--- src/rtl/pid_speed_controller.sv ---
// pid_speed_controller: fixed-point PID loop feeding the bidirectional PWM.
// One update per sample strobe, computed over ERR -> MUL -> SUM -> SAT.
module pid_speed_controller #(
  parameter int OUT_LIMIT = 4000,
  parameter int I_LIMIT   = 1000000,
  parameter int FRAC_BITS = 8
) (
  input  logic               clk,
  input  logic               reset,
  input  logic               enable,
  input  logic               sample_en,
  input  logic signed [15:0] setpoint,
  input  logic signed [15:0] feedback,
  input  logic        [15:0] kp,
  input  logic        [15:0] ki,
  input  logic        [15:0] kd,
  output logic signed [15:0] pid_control_signal,
  output logic               out_valid,
  output logic               busy
);

  localparam int unsigned DATA_W = 16;
  localparam int unsigned ERR_W  = 17;
  localparam int unsigned DER_W  = 18;
  localparam int unsigned INT_W  = 24;
  localparam int unsigned ISUM_W = 25;
  localparam int unsigned GAIN_W = 17;
  localparam int unsigned PROD_W = 41;
  localparam int unsigned SUM_W  = 43;

  localparam logic signed [ISUM_W-1:0] I_MAX = ISUM_W'(I_LIMIT);
  localparam logic signed [ISUM_W-1:0] I_MIN = -I_MAX;
  localparam logic signed [SUM_W-1:0]  O_MAX = SUM_W'(OUT_LIMIT);
  localparam logic signed [SUM_W-1:0]  O_MIN = -O_MAX;

  typedef enum logic [2:0] {
    S_IDLE,
    S_ERR,
    S_MUL,
    S_SUM,
    S_SAT
  } state_t;

  state_t state_q;

  // Holding registers captured on the accepted strobe
  logic signed [DATA_W-1:0] sp_q, fb_q;
  logic        [DATA_W-1:0] kp_q, ki_q, kd_q;

  // Pipeline and loop state
  logic signed [ERR_W-1:0]  err_q, prev_err_q;
  logic signed [DER_W-1:0]  deriv_q;
  logic signed [INT_W-1:0]  integ_q;
  logic signed [PROD_W-1:0] p_q, i_q, d_q;
  logic signed [SUM_W-1:0]  sum_q;

  logic signed [ERR_W-1:0]  err_c;
  logic signed [DER_W-1:0]  deriv_c;
  logic signed [ISUM_W-1:0] integ_sum_c;
  logic signed [INT_W-1:0]  integ_clamp_c;
  logic signed [PROD_W-1:0] p_c, i_c, d_c;
  logic signed [SUM_W-1:0]  sum_c, sum_shift_c;
  logic signed [DATA_W-1:0] sat_c;

  // Error, derivative and clamped integrator update
  always_comb begin
    err_c         = ERR_W'(sp_q) - ERR_W'(fb_q);
    deriv_c       = DER_W'(err_c) - DER_W'(prev_err_q);
    integ_sum_c   = ISUM_W'(integ_q) + ISUM_W'(err_c);
    integ_clamp_c = INT_W'(integ_sum_c);
    if (integ_sum_c > I_MAX) begin
      integ_clamp_c = INT_W'(I_MAX);
    end else if (integ_sum_c < I_MIN) begin
      integ_clamp_c = INT_W'(I_MIN);
    end
  end

  // Gain products: unsigned Q8.8 gains zero-extended into signed multiplies
  always_comb begin
    p_c = PROD_W'($signed({1'b0, kp_q})) * PROD_W'(err_q);
    i_c = PROD_W'($signed({1'b0, ki_q})) * PROD_W'(integ_q);
    d_c = PROD_W'($signed({1'b0, kd_q})) * PROD_W'(deriv_q);
  end

  // Term sum, floor shift back to integer units, output saturation
  always_comb begin
    sum_c       = SUM_W'(p_q) + SUM_W'(i_q) + SUM_W'(d_q);
    sum_shift_c = sum_c >>> FRAC_BITS;
    sat_c       = DATA_W'(sum_q);
    if (sum_q > O_MAX) begin
      sat_c = DATA_W'(O_MAX);
    end else if (sum_q < O_MIN) begin
      sat_c = DATA_W'(O_MIN);
    end
  end

  // Sequencer and datapath registers; reset or disable aborts any update in flight
  always_ff @(posedge clk) begin
    if (reset || !enable) begin
      state_q            <= S_IDLE;
      sp_q               <= '0;
      fb_q               <= '0;
      kp_q               <= '0;
      ki_q               <= '0;
      kd_q               <= '0;
      err_q              <= '0;
      prev_err_q         <= '0;
      deriv_q            <= '0;
      integ_q            <= '0;
      p_q                <= '0;
      i_q                <= '0;
      d_q                <= '0;
      sum_q              <= '0;
      pid_control_signal <= '0;
      out_valid          <= 1'b0;
      busy               <= 1'b0;
    end else begin
      out_valid <= 1'b0;
      case (state_q)
        S_IDLE: begin
          if (sample_en) begin
            sp_q    <= setpoint;
            fb_q    <= feedback;
            kp_q    <= kp;
            ki_q    <= ki;
            kd_q    <= kd;
            busy    <= 1'b1;
            state_q <= S_ERR;
          end
        end
        S_ERR: begin
          err_q   <= err_c;
          deriv_q <= deriv_c;
          integ_q <= integ_clamp_c;
          state_q <= S_MUL;
        end
        S_MUL: begin
          p_q     <= p_c;
          i_q     <= i_c;
          d_q     <= d_c;
          state_q <= S_SUM;
        end
        S_SUM: begin
          sum_q   <= sum_shift_c;
          state_q <= S_SAT;
        end
        S_SAT: begin
          pid_control_signal <= sat_c;
          prev_err_q         <= err_q;
          out_valid          <= 1'b1;
          busy               <= 1'b0;
          state_q            <= S_IDLE;
        end
        default: begin
          busy    <= 1'b0;
          state_q <= S_IDLE;
        end
      endcase
    end
  end

endmodule

--- config.mk ---
export PLATFORM = sky130hd
export DESIGN_NAME = pid_speed_controller
export DESIGN_NICKNAME = d
export VERILOG_FILES = /design/src/rtl/pid_speed_controller.sv
export SDC_FILE = /design/constraint.sdc
export NUM_CORES = 2
export LEC_CHECK = 0
export CORE_MARGIN = 2
export CORE_UTILIZATION = 55
export CTS_CLUSTER_SIZE = 28
export DETAILED_ROUTE_END_ITERATION = 12
export GPL_TIMING_DRIVEN = 0
export PLACE_DENSITY = 0.79
export SLEW_MARGIN = 20
export SYNTH_ARGS = -nofsm -noshare
export SYNTH_HDL_FRONTEND = slang
export SYNTH_SLANG_ARGS = --single-unit
--- constraint.sdc ---
create_clock -name clk -period 7.77 [get_ports clk]
set_clock_uncertainty 0.05 [all_clocks]
set_input_delay 1.1655 -clock clk [delete_from_list [all_inputs] [get_ports clk]]
set_output_delay 1.1655 -clock clk [all_outputs]
set_load 0.02 [all_outputs]
* Word level (Yosys, flattened, before mapping)
Cells that the tools add are included.
Word-level totals: memory bits (writable) 0, memories 0, bits in latches 0, bits in read-only memories 0, flip-flop bits (word level) 322, input bits 84
Cells by class: bitwise operators 1, $add $sub $neg 5, mux-type cells 9, equal/unequal tests 5, $lt $le $gt $ge 4, $mul 3, shift operators 0, reductions and logical operators 6, div/mod/pow operators 0
Operators by type and width (number):
- two-way mux 24 bit | 2
- adder 42 x 35 -> 43 bit | 1
- adder 34 x 41 -> 42 bit | 1
- multiplier 17 x 24 -> 41 bit | 1
- > comparator 35 x 13 -> 1 bit (second input constant) | 1
- < comparator 35 x 13 -> 1 bit (second input constant) | 1
- multiplier 17 x 18 -> 35 bit | 1
- multiplier 17 x 17 -> 34 bit | 1
- two-way mux 16 bit | 2
- adder 24 x 17 -> 25 bit | 1
- > comparator 25 x 21 -> 1 bit (second input constant) | 1
- < comparator 25 x 21 -> 1 bit (second input constant) | 1
- subtractor 17 x 17 -> 18 bit | 1
- subtractor 16 x 16 -> 17 bit | 1
- one-hot mux 3 bit (4 select lines) | 1
- == test 3 x 2 -> 1 bit (second input constant) | 2
- AND reduction 2 bit | 2
- == test 3 x 1 -> 1 bit (second input constant) | 1
- == test 3 bit (second input constant) | 1
- zero test 3 bit | 1
- two-way mux 3 bit | 1
- OR reduction 3 bit | 1
- two-way mux 1 bit | 2
- inequality test 2 bit (second input constant) | 1
- 4 further kinds | 4

* Depth between registers and ports, before layout
word-level depth 5, mapped depth 27, gate-level depth less buffers 26

* Worst setup path after synthesis
Ideal clock, no wire load.
path type reg-to-reg, from reg kd_q[8], to reg d_q[33], arrival 6.649 ns, data required time 7.646 ns, stages on the path, launching flop included 27, path slack 0.996 ns, library setup time 0.074 ns, path buffers 2, path through dfxtp_1 > clkbuf_1 > clkbuf_1 > nand2_1 > fa_1 > inv_1 > fa_1 > inv_1 > fa_1 > inv_1 > fa_1 > fa_1 > inv_1 > fa_1 > inv_1 > ha_1 > and4_1 > nand2_1 > nand4bb_1 > a31oi_1 > nor3_1 > o31ai_1 > a221oi_1 > a21oi_1 > a21oi_1 > or4b_1 > a31oi_1
On the way: longest elaborated chain between the ends 1
RTL lines:
- start, declared | line 48 | logic [DATA_W-1:0] kp_q, ki_q, kd_q;
- start signal, assigned | line 126 | kd_q <= kd;
- multiplier 17 x 18 -> 35 bit | line 82 | d_c = PROD_W'($signed({1'b0, kd_q})) * PROD_W'(deriv_q);
- end signal, assigned | line 112 | d_q <= '0;
- end signal, assigned | line 140 | d_q <= d_c;
- end, declared | line 54 | logic signed [PROD_W-1:0] p_q, i_q, d_q;
No other way between the ends. A chain may end at the register's enable or synchronous reset.

* Worst setup path in the final report
from reg integ_q[12], to reg i_q[39]
On the way: longest elaborated chain between the ends 1
RTL lines:
- start, declared | line 53 | logic signed [INT_W-1:0] integ_q;
- start signal, assigned | line 134 | integ_q <= integ_clamp_c;
- multiplier 17 x 24 -> 41 bit | line 81 | i_c = PROD_W'($signed({1'b0, ki_q})) * PROD_W'(integ_q);
- end signal, assigned | line 139 | i_q <= i_c;
- end, declared | line 54
No other way between the ends.

==> metrics.md <==
| Metric | Value |
|---|---|
| Part of the power in registers | 36.1% |
| Max-Cap Viols | 0 |
| Drt wl/cell | between 20 and 25 um |
| Largest cells by area after synthesis | fa_1 (37%), dfxtp_1 (13%), ha_1 (10%), inv_1 (8.6%), nand2_1 (8.0%) |
| Via Count | 41100 |
| Highest routed layer | met4 |
| PortBufs | 101 |
| IO Count | 102 |
| Syn Inst Count | 5923 |
| Dpl ws | -0.709 ns |
| Setup Total Neg Slack | 0 ns |
| R2R Setup Slk | 0.14 ns |
| Switching power | 1610 uW |
| Slowest CP cell | fa_1 |
| WS Path Type | reg2reg |
| Hold Fails Final Rpt | 0 |
| Post-synthesis cell area | ~0.051 mm^2 |
| Hold-fix buffers, CTS | 0 |
| HPWL after DPL | around 120000 um |
| Crit share post-route | 98.2% |
| TritonCTS buffer count | 40 |
| Setup WS post-layout | 0.138 ns |
| Final Critical Period | 7.63 ns |
| Clk sinks | 322 |
| Clk_lat worst skew | 0.62 ns |
| Post-synthesis sequential area ratio | 12.7% |
| Remaining antenna violation count | 0 |
| CP dominant cell by count | fa_1 |
| Reg-to-reg endpoint | i_q[39] |
| Async SR Flop Fraction | 0% |
| Sw frac | roughly a third |
| Fmax | 131 MHz |
| Grt ovf | 0 |
| Post-synth EDFFs | 0 |
| CP Data Arrival Time | approximately 8 ns |
| Critical Path Max Stage Delay | 0.57 ns |
| Hold worst-path end | fb_q[3] |
| Core ar. | 0.0914 mm^2 |
| Global placement routability congestion | 0.991 |
| WL met2 | 67200 um |
| Hold depth | 2 |
| Avg Synthesized Cell Area | between 8 and 9 um^2 |
| Die Y-Extent | between 300 and 400 um |
| Largest net degree at the start of global routing | 15 |
| First-pass GRT wire length | 231000 um |
| Lkg Pwr | 0.0269 uW |
| Placed cells | roughly 7000 |
| Overall power | 4820 uW |
| Seq cells post-synth | 322 |
| Nets@finish | 7476 |
| Max-slew headroom at the worst pin | between 20% and 30% |
| Syn nets | 7348 |
| Area leader, netlist | fa_1 |
| Htree depth | 2 |
| Vias per inst | 5.66 |
| Non-filler cells, final | 7268 |
| Layout cells sized above 1 | 4.14% |
| # fillers | 7881 |
| Share of the synthesized area in the top cell type | 36.5% |
| Most used DFF post-synth | dfxtp_1 |
| Final WL | between 100000 and 150000 um |
| CTS tree | built |
| Initial core utilization | between 50% and 60% |
| Status | completed |
| Area grow syn2layout | 8.10% |
| CP Launch Type | register |
| # rows | approximately 110 |
| Pwr per Cell Area | 88.2 mW/mm^2 |
| DRT met1 WL | 57300 um |
| Antenna violations before repair | 1 |
| Final Setup Violations | 0 |
| Int Pwr | 3210 uW |
| Yosys cell types | 92 |
| Vias in the first global route | 42500 |
| CTS clock-pin slew for the worst setup and hold paths | around 0.060 ns |
| Final Max Tran Viols | 0 |
| Max FO, Critical Path | 10 |
| CP delay by family, top | adder cells |
| DRC | 0 |
| Crit-path cells | buf_2 -> nand2_1 -> fa_1 -> inv_1 -> fa_1 -> fa_1 -> fa_1 -> fa_1 -> inv_1 -> fa_1 -> inv_1 -> ha_1 -> and3_1 -> a31o_2 -> a221oi_4 -> o22a_1 -> o31ai_1 -> o41ai_2 -> o21ai_2 -> a211oi_2 -> a211oi_1 -> xnor2_1 -> a21oi_1 |
| Reg2Reg Launch Point | integ_q[12] |
| Hold slack | around 0.4 ns |
| CP endpoint kind | register |
| GRT Util Overall | 31.7% |
| N_diodes | 0 |
| R2R cell count | 23 |
| Max Root-Sink Buffers | 3 |
| Iter 0 DRT Violations | 3603 |
| Req. time, crit path | 8.17 ns |
| Clk pwr share | a little over two fifths |
| Worst hold start | fb_q[3] |
| Clk root buf | clkbuf_16 |
| Worst hold path class | reg2reg |
| Gate power share | 22.0% |
| Warnings, synthesis | 0 |
| CP Buf/Inv Count | 4 |
| DRT Pass-1 Iters | 6 |
| Met3 WL post-DR | ~14000 um |
| Die Width | 307 um |
| Die footprint | 0.0944 mm^2 |
| Worst Tran Pin Value | ~1.2 ns |
| Worst VDD drop | 154 uV |
through the flow:
stage	util, %	instance area, um^2
finish	59.8	54700
CTS	59.6	54500
global route	59.8	54700
detailed placement	58.1	53100
floorplan	-	50600
global placement	58.1	53100
sequential cells by signal, summed over array words and instances (netlist names):
signal / cells
busy: 1
d_q: 35
deriv_q: 18
err_q: 17
fb_q: 16
i_q: 41
integ_q: 24
kd_q: 16
ki_q: 16
kp_q: 16
out_valid: 1
p_q: 34
pid_control_signal: 16
prev_err_q: 17
sp_q: 16
state_q: 3
sum_q: 35
power by group through the flow:
stage,Combinational [uW],Clock [uW],Sequential [uW]
floorplan,708,0,1730
global placement,1010,0,1760
detailed placement,1040,0,1760
CTS,1040,2030,1730
global route,1150,2090,1740
finish,1060,2020,1740
what timing repair did:
item | in CTS | in global routing
endpoints found under the setup margin | 11 | 21
resized for setup | 66 | 150
pin swaps | 1 | 3
buffers inserted | 0 | 2
endpoints found under the hold margin | 0 | 0
cell usage in the layout (no fill, tap or decap), types with 19 or more instances in the layout:
master           netlist  final
a21o_1                62     62
a21oi_1              391    391
ha_1                 419    419
nor2_1               139    138
nor3_1                37     37
nand3_1               50     50
a211oi_1              24     22
nor2b_1               36     36
clkbuf_1             241    149
o21ai_0              104    104
xor2_1                56     56
o21a_1                22     22
dfxtp_2                0     36
nand2b_1              30     30
fa_1                 922    922
xnor2_1              112    112
nand4_1               19     19
clkbuf_16              0     41
and2_1               422    422
inv_1               1156   1156
dfxtp_1              322    278
clkdlybuf4s50_1        0    101
clkbuf_2               0     55
nand2_1             1075   1075
cell usage after synthesis, drive strengths merged (6+ instances only):
master and number:
inv 1156, nand2 1075, fa 922, and2 423
ha 419, a21oi 394, dfxtp 322, clkbuf 241
nor2 143, o21ai 119, xnor2 112, a21o 63
xor2 56, nand3 50, nor3 37, nor2b 36
nand2b 30, a211oi 27, o21a 23, a31oi 19
nand4 19, o211ai 19, o21bai 18, or3 17
and3 14, nor4 11, buf 10, nand3b 10
o31ai 10, or2 9, a211o 8, o2111ai 8
a21boi 7, a221oi 7, a22oi 7, a2bb2oi 6
area by class of cell:
class | count | area (um^2) | area share [%]
well taps | 1186 | 1480 | 2.71
flip-flops and latches | 322 | 6520 | 11.9
clock buffers | 49 | 1100 | 2.01
repair buffers | 103 | 1030 | 1.88
clock inverters | 24 | 279 | 0.510
plain buffers | 234 | 1040 | 1.90
multi-input cells | 4194 | 38900 | 71.1
inverters | 1156 | 4340 | 7.94
how the worst max path moves through the flow:
stage	depth (start not counted)	start	endpoint
after floorplan	26	kd_q[8]	d_q[33]
after global placement	24	ki_q[2]	i_q[39]
after detailed placement	24	ki_q[2]	i_q[39]
after CTS	22	integ_q[19]	i_q[38]
after global routing	24	deriv_q[3]	d_q[33]
final	23	integ_q[12]	i_q[39]
metal layers:
layer  track usage [%]  up-vias
met5                 0        -
met4              16.2        0
met3              6.72      459
met2              51.3     1818
met1              40.3    20400
li1                  -    18400
kinds of logic (layout without fill, tap and decap cells):
family / after synthesis / after routing / share of synthesized area [%]
AO/OA/AOI/OAI: 784 / 784 / 9.52
multiplexers: 2 / 2 / 0.0495
adder cells (fa/ha/maj): 1341 / 1341 / 46.9
buffers and inverters: 1407 / 1566 / 10.5
XOR/XNOR: 168 / 168 / 2.91
flip-flops: 322 / 322 / 12.7
AND/OR/NAND/NOR: 1899 / 1899 / 17.4
worst register-to-register path, cell delays in order, from the launching register on:
cell	delay, ns
dfxtp_2	0.51
buf_2	0.35
nand2_1	0.13
fa_1	0.54
inv_1	0.06
fa_1	0.48
fa_1	0.57
fa_1	0.44
fa_1	0.49
inv_1	0.05
fa_1	0.55
inv_1	0.07
ha_1	0.35
and3_1	0.22
a31o_2	0.27
a221oi_4	0.38
o22a_1	0.22
o31ai_1	0.13
o41ai_2	0.55
o21ai_2	0.14
a211oi_2	0.29
a211oi_1	0.14
xnor2_1	0.38
a21oi_1	0.12
No activity file was read; power rests on OpenSTA's default activity.
